<file path="config.mk">
export PLATFORM = sky130hd
export DESIGN_NAME = weight_pingpong_buf
export DESIGN_NICKNAME = d
export VERILOG_FILES = /design/src/rtl/aichip_pkg.sv /design/src/rtl/wbuf_bank.sv /design/src/rtl/weight_pingpong_buf.sv
export SDC_FILE = /design/constraint.sdc
export NUM_CORES = 1
export LEC_CHECK = 0
export CORE_ASPECT_RATIO = 2
export CORE_MARGIN = 2
export CORE_UTILIZATION = 51
export DETAILED_ROUTE_END_ITERATION = 6
export PLACE_DENSITY = 0.87
export SYNTH_ARGS = -nofsm -noshare
export SYNTH_HDL_FRONTEND = slang
export SYNTH_SLANG_ARGS = --single-unit
</file>
<file path="constraint.sdc">
create_clock -name clk -period 2.3 [get_ports clk]
set_clock_uncertainty 0.2 [all_clocks]
set_input_delay 0.46 -clock clk [delete_from_list [all_inputs] [get_ports clk]]
set_output_delay 0.46 -clock clk [all_outputs]
set_load 0.01 [all_outputs]
</file>
<file path="src/rtl/aichip_pkg.sv">
// Shared constants, state encoding and helper for the AI-chip weight path.
package aichip_pkg;

    localparam int unsigned DEF_DW   = 8;
    localparam int unsigned DEF_KH   = 3;
    localparam int unsigned DEF_KW   = 3;
    localparam int unsigned DEF_CIN  = 3;
    localparam int unsigned DEF_COUT = 2;

    // Shadow-bank fill state: LOAD accepts words, FULL waits for a swap
    typedef enum logic {
        LOAD = 1'b0,
        FULL = 1'b1
    } wbuf_state_e;

    // Ceiling log2, usable in constant expressions
    function automatic int unsigned clog2(input int unsigned n);
        int unsigned r;
        r = 0;
        while ((64'd1 << r) < 64'(n)) begin
            r = r + 1;
        end
        return r;
    endfunction

endpackage

</file>
<file path="src/rtl/wbuf_bank.sv">
// One weight bank: NUM x DW register array, single write port, flattened read bus.
module wbuf_bank
    import aichip_pkg::*;
#(
    parameter int unsigned DW  = DEF_DW,
    parameter int unsigned NUM = DEF_KH * DEF_KW * DEF_CIN * DEF_COUT,
    parameter int unsigned AW  = 6
) (
    input  logic              clk,
    input  logic              we_i,
    input  logic [AW-1:0]     addr_i,
    input  logic [DW-1:0]     data_i,
    output logic [NUM*DW-1:0] rdata_o
);

    logic [DW-1:0] mem_q [NUM];

    // Storage write; contents deliberately not reset
    always_ff @(posedge clk) begin
        if (we_i) begin
            mem_q[addr_i] <= data_i;
        end
    end

    // Flatten array onto read bus, word k at slice k
    always_comb begin
        rdata_o = '0;
        for (int k = 0; k < int'(NUM); k++) begin
            rdata_o[k*DW +: DW] = mem_q[k];
        end
    end

endmodule

</file>
<file path="src/rtl/weight_pingpong_buf.sv">
// Double-buffered conv weight store: shadow bank fills while active bank drives dout.
// Optional feature macro: WBUF_CHECKSUM_EN (running checksum of the active set).
module weight_pingpong_buf
    import aichip_pkg::*;
#(
    parameter int unsigned DW   = DEF_DW,
    parameter int unsigned KH   = DEF_KH,
    parameter int unsigned KW   = DEF_KW,
    parameter int unsigned CIN  = DEF_CIN,
    parameter int unsigned COUT = DEF_COUT
) (
    input  logic                                        clk,
    input  logic                                        rst_n,
    input  logic                                        s_valid,
    output logic                                        s_ready,
    input  logic [DW-1:0]                               s_data,
    input  logic                                        swap,
    output logic                                        swap_err,
    output logic                                        loaded,
    output logic                                        active_valid,
    output logic                                        bank_sel,
    output logic [KH*KW*CIN*COUT*DW-1:0]                dout,
    output logic [DW+$clog2(KH*KW*CIN*COUT)-1:0]        checksum
);

    localparam int unsigned NUM    = KH * KW * CIN * COUT;
    localparam int unsigned CW     = DW + $clog2(NUM);
    localparam int unsigned AW_RAW = clog2(NUM);
    localparam int unsigned AW     = (AW_RAW < 1) ? 1 : AW_RAW;

    wbuf_state_e       state_q, state_d;
    logic [AW-1:0]     wr_cnt_q, wr_cnt_d;
    logic              bank_sel_q, bank_sel_d;
    logic              active_valid_q, active_valid_d;
    logic              swap_err_q, swap_err_d;
    logic              wr_en_c;
    logic [NUM*DW-1:0] rd0_c, rd1_c;

    // Shadow bank is the one not selected; only it ever receives writes
    wbuf_bank #(.DW(DW), .NUM(NUM), .AW(AW)) u_bank0 (
        .clk     (clk),
        .we_i    (wr_en_c & bank_sel_q),
        .addr_i  (wr_cnt_q),
        .data_i  (s_data),
        .rdata_o (rd0_c)
    );

    wbuf_bank #(.DW(DW), .NUM(NUM), .AW(AW)) u_bank1 (
        .clk     (clk),
        .we_i    (wr_en_c & ~bank_sel_q),
        .addr_i  (wr_cnt_q),
        .data_i  (s_data),
        .rdata_o (rd1_c)
    );

    // State and control registers
    always_ff @(posedge clk or negedge rst_n) begin
        if (!rst_n) begin
            state_q        <= LOAD;
            wr_cnt_q       <= '0;
            bank_sel_q     <= 1'b0;
            active_valid_q <= 1'b0;
            swap_err_q     <= 1'b0;
        end else begin
            state_q        <= state_d;
            wr_cnt_q       <= wr_cnt_d;
            bank_sel_q     <= bank_sel_d;
            active_valid_q <= active_valid_d;
            swap_err_q     <= swap_err_d;
        end
    end

    // Next-state: fill shadow in LOAD, wait for swap in FULL
    always_comb begin
        state_d        = state_q;
        wr_cnt_d       = wr_cnt_q;
        bank_sel_d     = bank_sel_q;
        active_valid_d = active_valid_q;
        swap_err_d     = 1'b0;
        wr_en_c        = 1'b0;
        case (state_q)
            LOAD: begin
                if (s_valid) begin
                    wr_en_c = 1'b1;
                    if (wr_cnt_q == AW'(NUM - 1)) begin
                        wr_cnt_d = '0;
                        state_d  = FULL;
                    end else begin
                        wr_cnt_d = wr_cnt_q + AW'(1);
                    end
                end
                // Swap before the set is complete is rejected, fill continues
                if (swap) begin
                    swap_err_d = 1'b1;
                end
            end
            FULL: begin
                if (swap) begin
                    bank_sel_d     = ~bank_sel_q;
                    active_valid_d = 1'b1;
                    state_d        = LOAD;
                    wr_cnt_d       = '0;
                end
            end
            default: begin
                state_d = LOAD;
            end
        endcase
    end

`ifdef WBUF_CHECKSUM_EN
    logic [CW-1:0] acc_q, acc_d;
    logic [CW-1:0] checksum_q, checksum_d;

    // Running sum of the shadow set, committed to checksum on swap
    always_ff @(posedge clk or negedge rst_n) begin
        if (!rst_n) begin
            acc_q      <= '0;
            checksum_q <= '0;
        end else begin
            acc_q      <= acc_d;
            checksum_q <= checksum_d;
        end
    end

    // Accumulate accepted words; clear when a swap re-enters LOAD
    always_comb begin
        acc_d      = acc_q;
        checksum_d = checksum_q;
        if (wr_en_c) begin
            acc_d = acc_q + CW'(s_data);
        end
        if ((state_q == FULL) && swap) begin
            checksum_d = acc_q;
            acc_d      = '0;
        end
    end

    assign checksum = checksum_q;
`else
    assign checksum = '0;
`endif

    assign s_ready      = (state_q == LOAD);
    assign loaded       = (state_q == FULL);
    assign swap_err     = swap_err_q;
    assign bank_sel     = bank_sel_q;
    assign active_valid = active_valid_q;
    assign dout         = active_valid_q ? (bank_sel_q ? rd1_c : rd0_c) : '0;

endmodule
</file>
==> impl_metrics.toml <==
[outcome]
status = "finished, violations left"
violations = "negative setup slack"

[clock_network]
htreeDepth = 3
cts.sinks = 874
clk_pin_slew_ns = 0.07
cts_tree = "yes"
clockRootBuffer = "clkbuf_16"
worstSkewPairLatency_ns = 0.60
max-clock-path-buffers = 3
numCtsBuffers = 73

[grt]
grt-ovfl-total = 0
grt_pass1_wl_um = 128900
first_global_vias = 20690
grt_use_total_pct = 24.64
antenna_found_initial = 0
grt_start_max_net_pins = 109

[worst_setup_path]
path_buf_inv = 4
cp_cell_sequence = "buf_12 > buf_4 > buf_12 > mux2i_1 > nor2b_1 > dlygate4sd2_1"
cp-end-kind = "output pin"
path_class = "flip-flop to output pin"
crit_path_top_delay_cell = "dfrtp_4"
crit_top_cell = "buf_12"
startpoint = "bank_sel"
start_kind = "flip-flop"
critPathRequiredTime_ns = 1.64
max_stage_delay_ns = 0.45
critPathTopFamily = "buffers and inverters"
r2r_start = "bank_sel"
cp_data_arrival_time_ns = 2.31
path_max_fanout = 16

[sta]
setup_viol = 873
timing.final.hold_violations = 0
rsz0062_at_grt = "yes"
worstMarginPinSlew_ns = 0.8352
max_freq_ghz = 0.3369
slew_violations = 0
timing.final.crit_period_ns = 2.968
fin_crit_sh_pct = 129.0
slew_headroom_pct = 44.32
setup_ws_ns = -0.6678

[power_and_ir_drop]
leakage_uw = 0.01743
total_power_uw = 38020
p_switching_uw = 9781
p_sw_share_pct = 25.73
internal_power_uw = 28240
clkPwrFrac_pct = 32.8
pwr_density_cell_nw_per_um2 = 846.3
combPwrFrac_pct = 20.0
peakVddDrop_uv = 785.7
pwr-share-seq_pct = 47.3

[detailed_routing]
wl_um = 91190
via_per_inst = 5.429
drt_iter0_markers = 1666
vias = 20050
wl_per_cell_um = 24.69
detail-route-antenna-nets = 0
drc = 0
routed-wl-met2_um = 48510
wirelength_met1_um = 32990
top_layer_used = "met4"
first_pass_iters = 5
wl_met3_um = 5583

[floorplan]
core_um2 = 67560
num_io_pins = 463
fp.dieH_um = 373.0
rows = 135
die_w_um = 188.5
start_util_pct = 51.38
die_area_um2 = 70300

[yosys]
synth_area_um2 = 34710
synth_flop_cell = "edfxtp_1"
ys_seq_elements = 874
ys_async_sr_fraction_pct = 1.144
synth_area_per_cell_um2 = 16.98
synth-edff-count = 864
yosysWarnings = 0
syn_inst = 2044
synth_cell_types = 36
yosysSeqAreaShare_pct = 75.46

[finish]
layout.cells.non_filler = 3694
syn_to_final_growth_pct = 29.42
layout-drive-gt1-share_pct = 23.79
nNetsFinal = 2759
postLayoutCoreUtil_pct = 66.49
num_antenna_cells = 0

[hold_path]
min_path_type = "input port to flip-flop"
hp-start = "s_data[7]"

[place]
port-buffer-count = 448
dpl.hpwl_um = 55600
gp_congestion = 0.8279
place_ws_ns = -0.2872
placed_cells = 3520

[job]
maxCapViolCount = 0
per-stage QoR:
step,setup TNS [ns],hold WS (ns),instance area (um^2)
2_1_floorplan,0,-0.03559,34760
3_3_place_gp,-139.01,0.4775,42120
3_5_place_dp,-187.02,0.4989,42120
4_1_cts,-254.30,0.04747,44470
5_1_grt,-312.48,0.06198,44930
6_report,-237.67,0.08796,44930
path summary, 6_finish.rpt:
path / cells past startpoint / endpoint / slack (ns)
setup / recovery: 6 / dout[330] / -0.67
max in group asynchronous: 2 / bank_sel / 0.85
hold reg to reg: 1 / wr_cnt_q[1] / 0.52
setup reg to reg: 8 / u_bank1.mem_q[16][5] / -0.16
hold / removal: 1 / u_bank0.mem_q[5][7] / 0.09
min in group asynchronous: 2 / wr_cnt_q[0] / 0.60
cell type report:
class	instances	area, um^2
Sequential cell	874	26200
Fill cell	4443	22640
Multi-Input combinational cell	1052	8473
Timing Repair Buffer	740	6726
Clock buffer	86	1918
Tap cell	890	1114
Clock inverter	48	478.0
Inverter	4	15.01
state kept, by name, summed over array words and instances, names as in the netlist:
| register | flops |
|---|---|
| u_bank1.mem_q | 432 |
| swap_err | 1 |
| u_bank0.mem_q | 432 |
| bank_sel | 1 |
| loaded | 1 |
| wr_cnt_q | 6 |
| active_valid | 1 |
per-layer routing:
layer	track usage, %	up-vias
li1	-	8858
met2	44.98	996
met5	0	-
met4	11.47	0
met1	28.32	10020
met3	3.442	181
cell usage in the layout (no fill, tap or decap), types with 15 or more instances in the layout:
master,n
edfxtp_1,864
nor2b_1,408
mux2i_1,358
dlygate4sd2_1,256
buf_4,227
buf_2,120
nor2_1,112
clkbuf_16,81
mux2i_2,52
buf_12,40
dlymetal6s2s_1,36
nor2b_2,29
mux2i_4,23
nand2_1,16
buf_16,15
power by group through the flow:
stage | sequential [uW] | clock, uW | combinational [uW]
final | 18000 | 12500 | 7600
after global routing | 18000 | 13200 | 7980
after CTS | 18000 | 12600 | 7240
after detailed placement | 18300 | 0 | 7390
after global placement | 18300 | 0 | 7240
after floorplan | 18200 | 0 | 3580
cell usage after synthesis, types with 2 or more instances:
library cell,number,area (um^2)
buf_1,3,11.26
buf_4,24,180.2
nand2b_1,2,12.51
nand4_1,4,25.02
buf_2,46,230.2
o211ai_1,2,15.01
mux2i_1,433,4334
dfrtp_1,10,250.2
buf_6,2,22.52
clkbuf_1,52,195.2
and4bb_2,2,25.02
nand3b_1,3,22.52
a21o_1,2,15.01
nor2b_1,437,2734
or3_1,2,12.51
nand3_1,6,30.03
nand2_1,16,60.06
o21ai_0,3,15.01
nor2_1,112,420.4
edfxtp_1,864,25940
ha_1,2,25.02
inv_1,3,11.26
what timing repair did:
action / CTS / global route
setup endpoints to repair: 603 / 814
gates cloned: 4 / 6
pin swaps: 0 / 0
endpoints found under the hold margin: 9 / 0
gates resized for setup: 595 / 363
buffers inserted: 3 / 26
hold buffers: 2 / 0
cells by family (layout without fill, tap and decap cells):
family	Yosys count	after routing	synth area share (%)
xor gates and xnor gates	1	1	0.02524
AOI/OAI and AO/OA	11	11	0.2307
muxes	433	433	12.49
other	1	14	0.01080
DFF	874	874	75.46
and+or+nand+nor	591	591	9.829
buffers and inverters	131	878	1.885
adders and majority gates	2	2	0.07208
(Power assumes the default switching activity.)
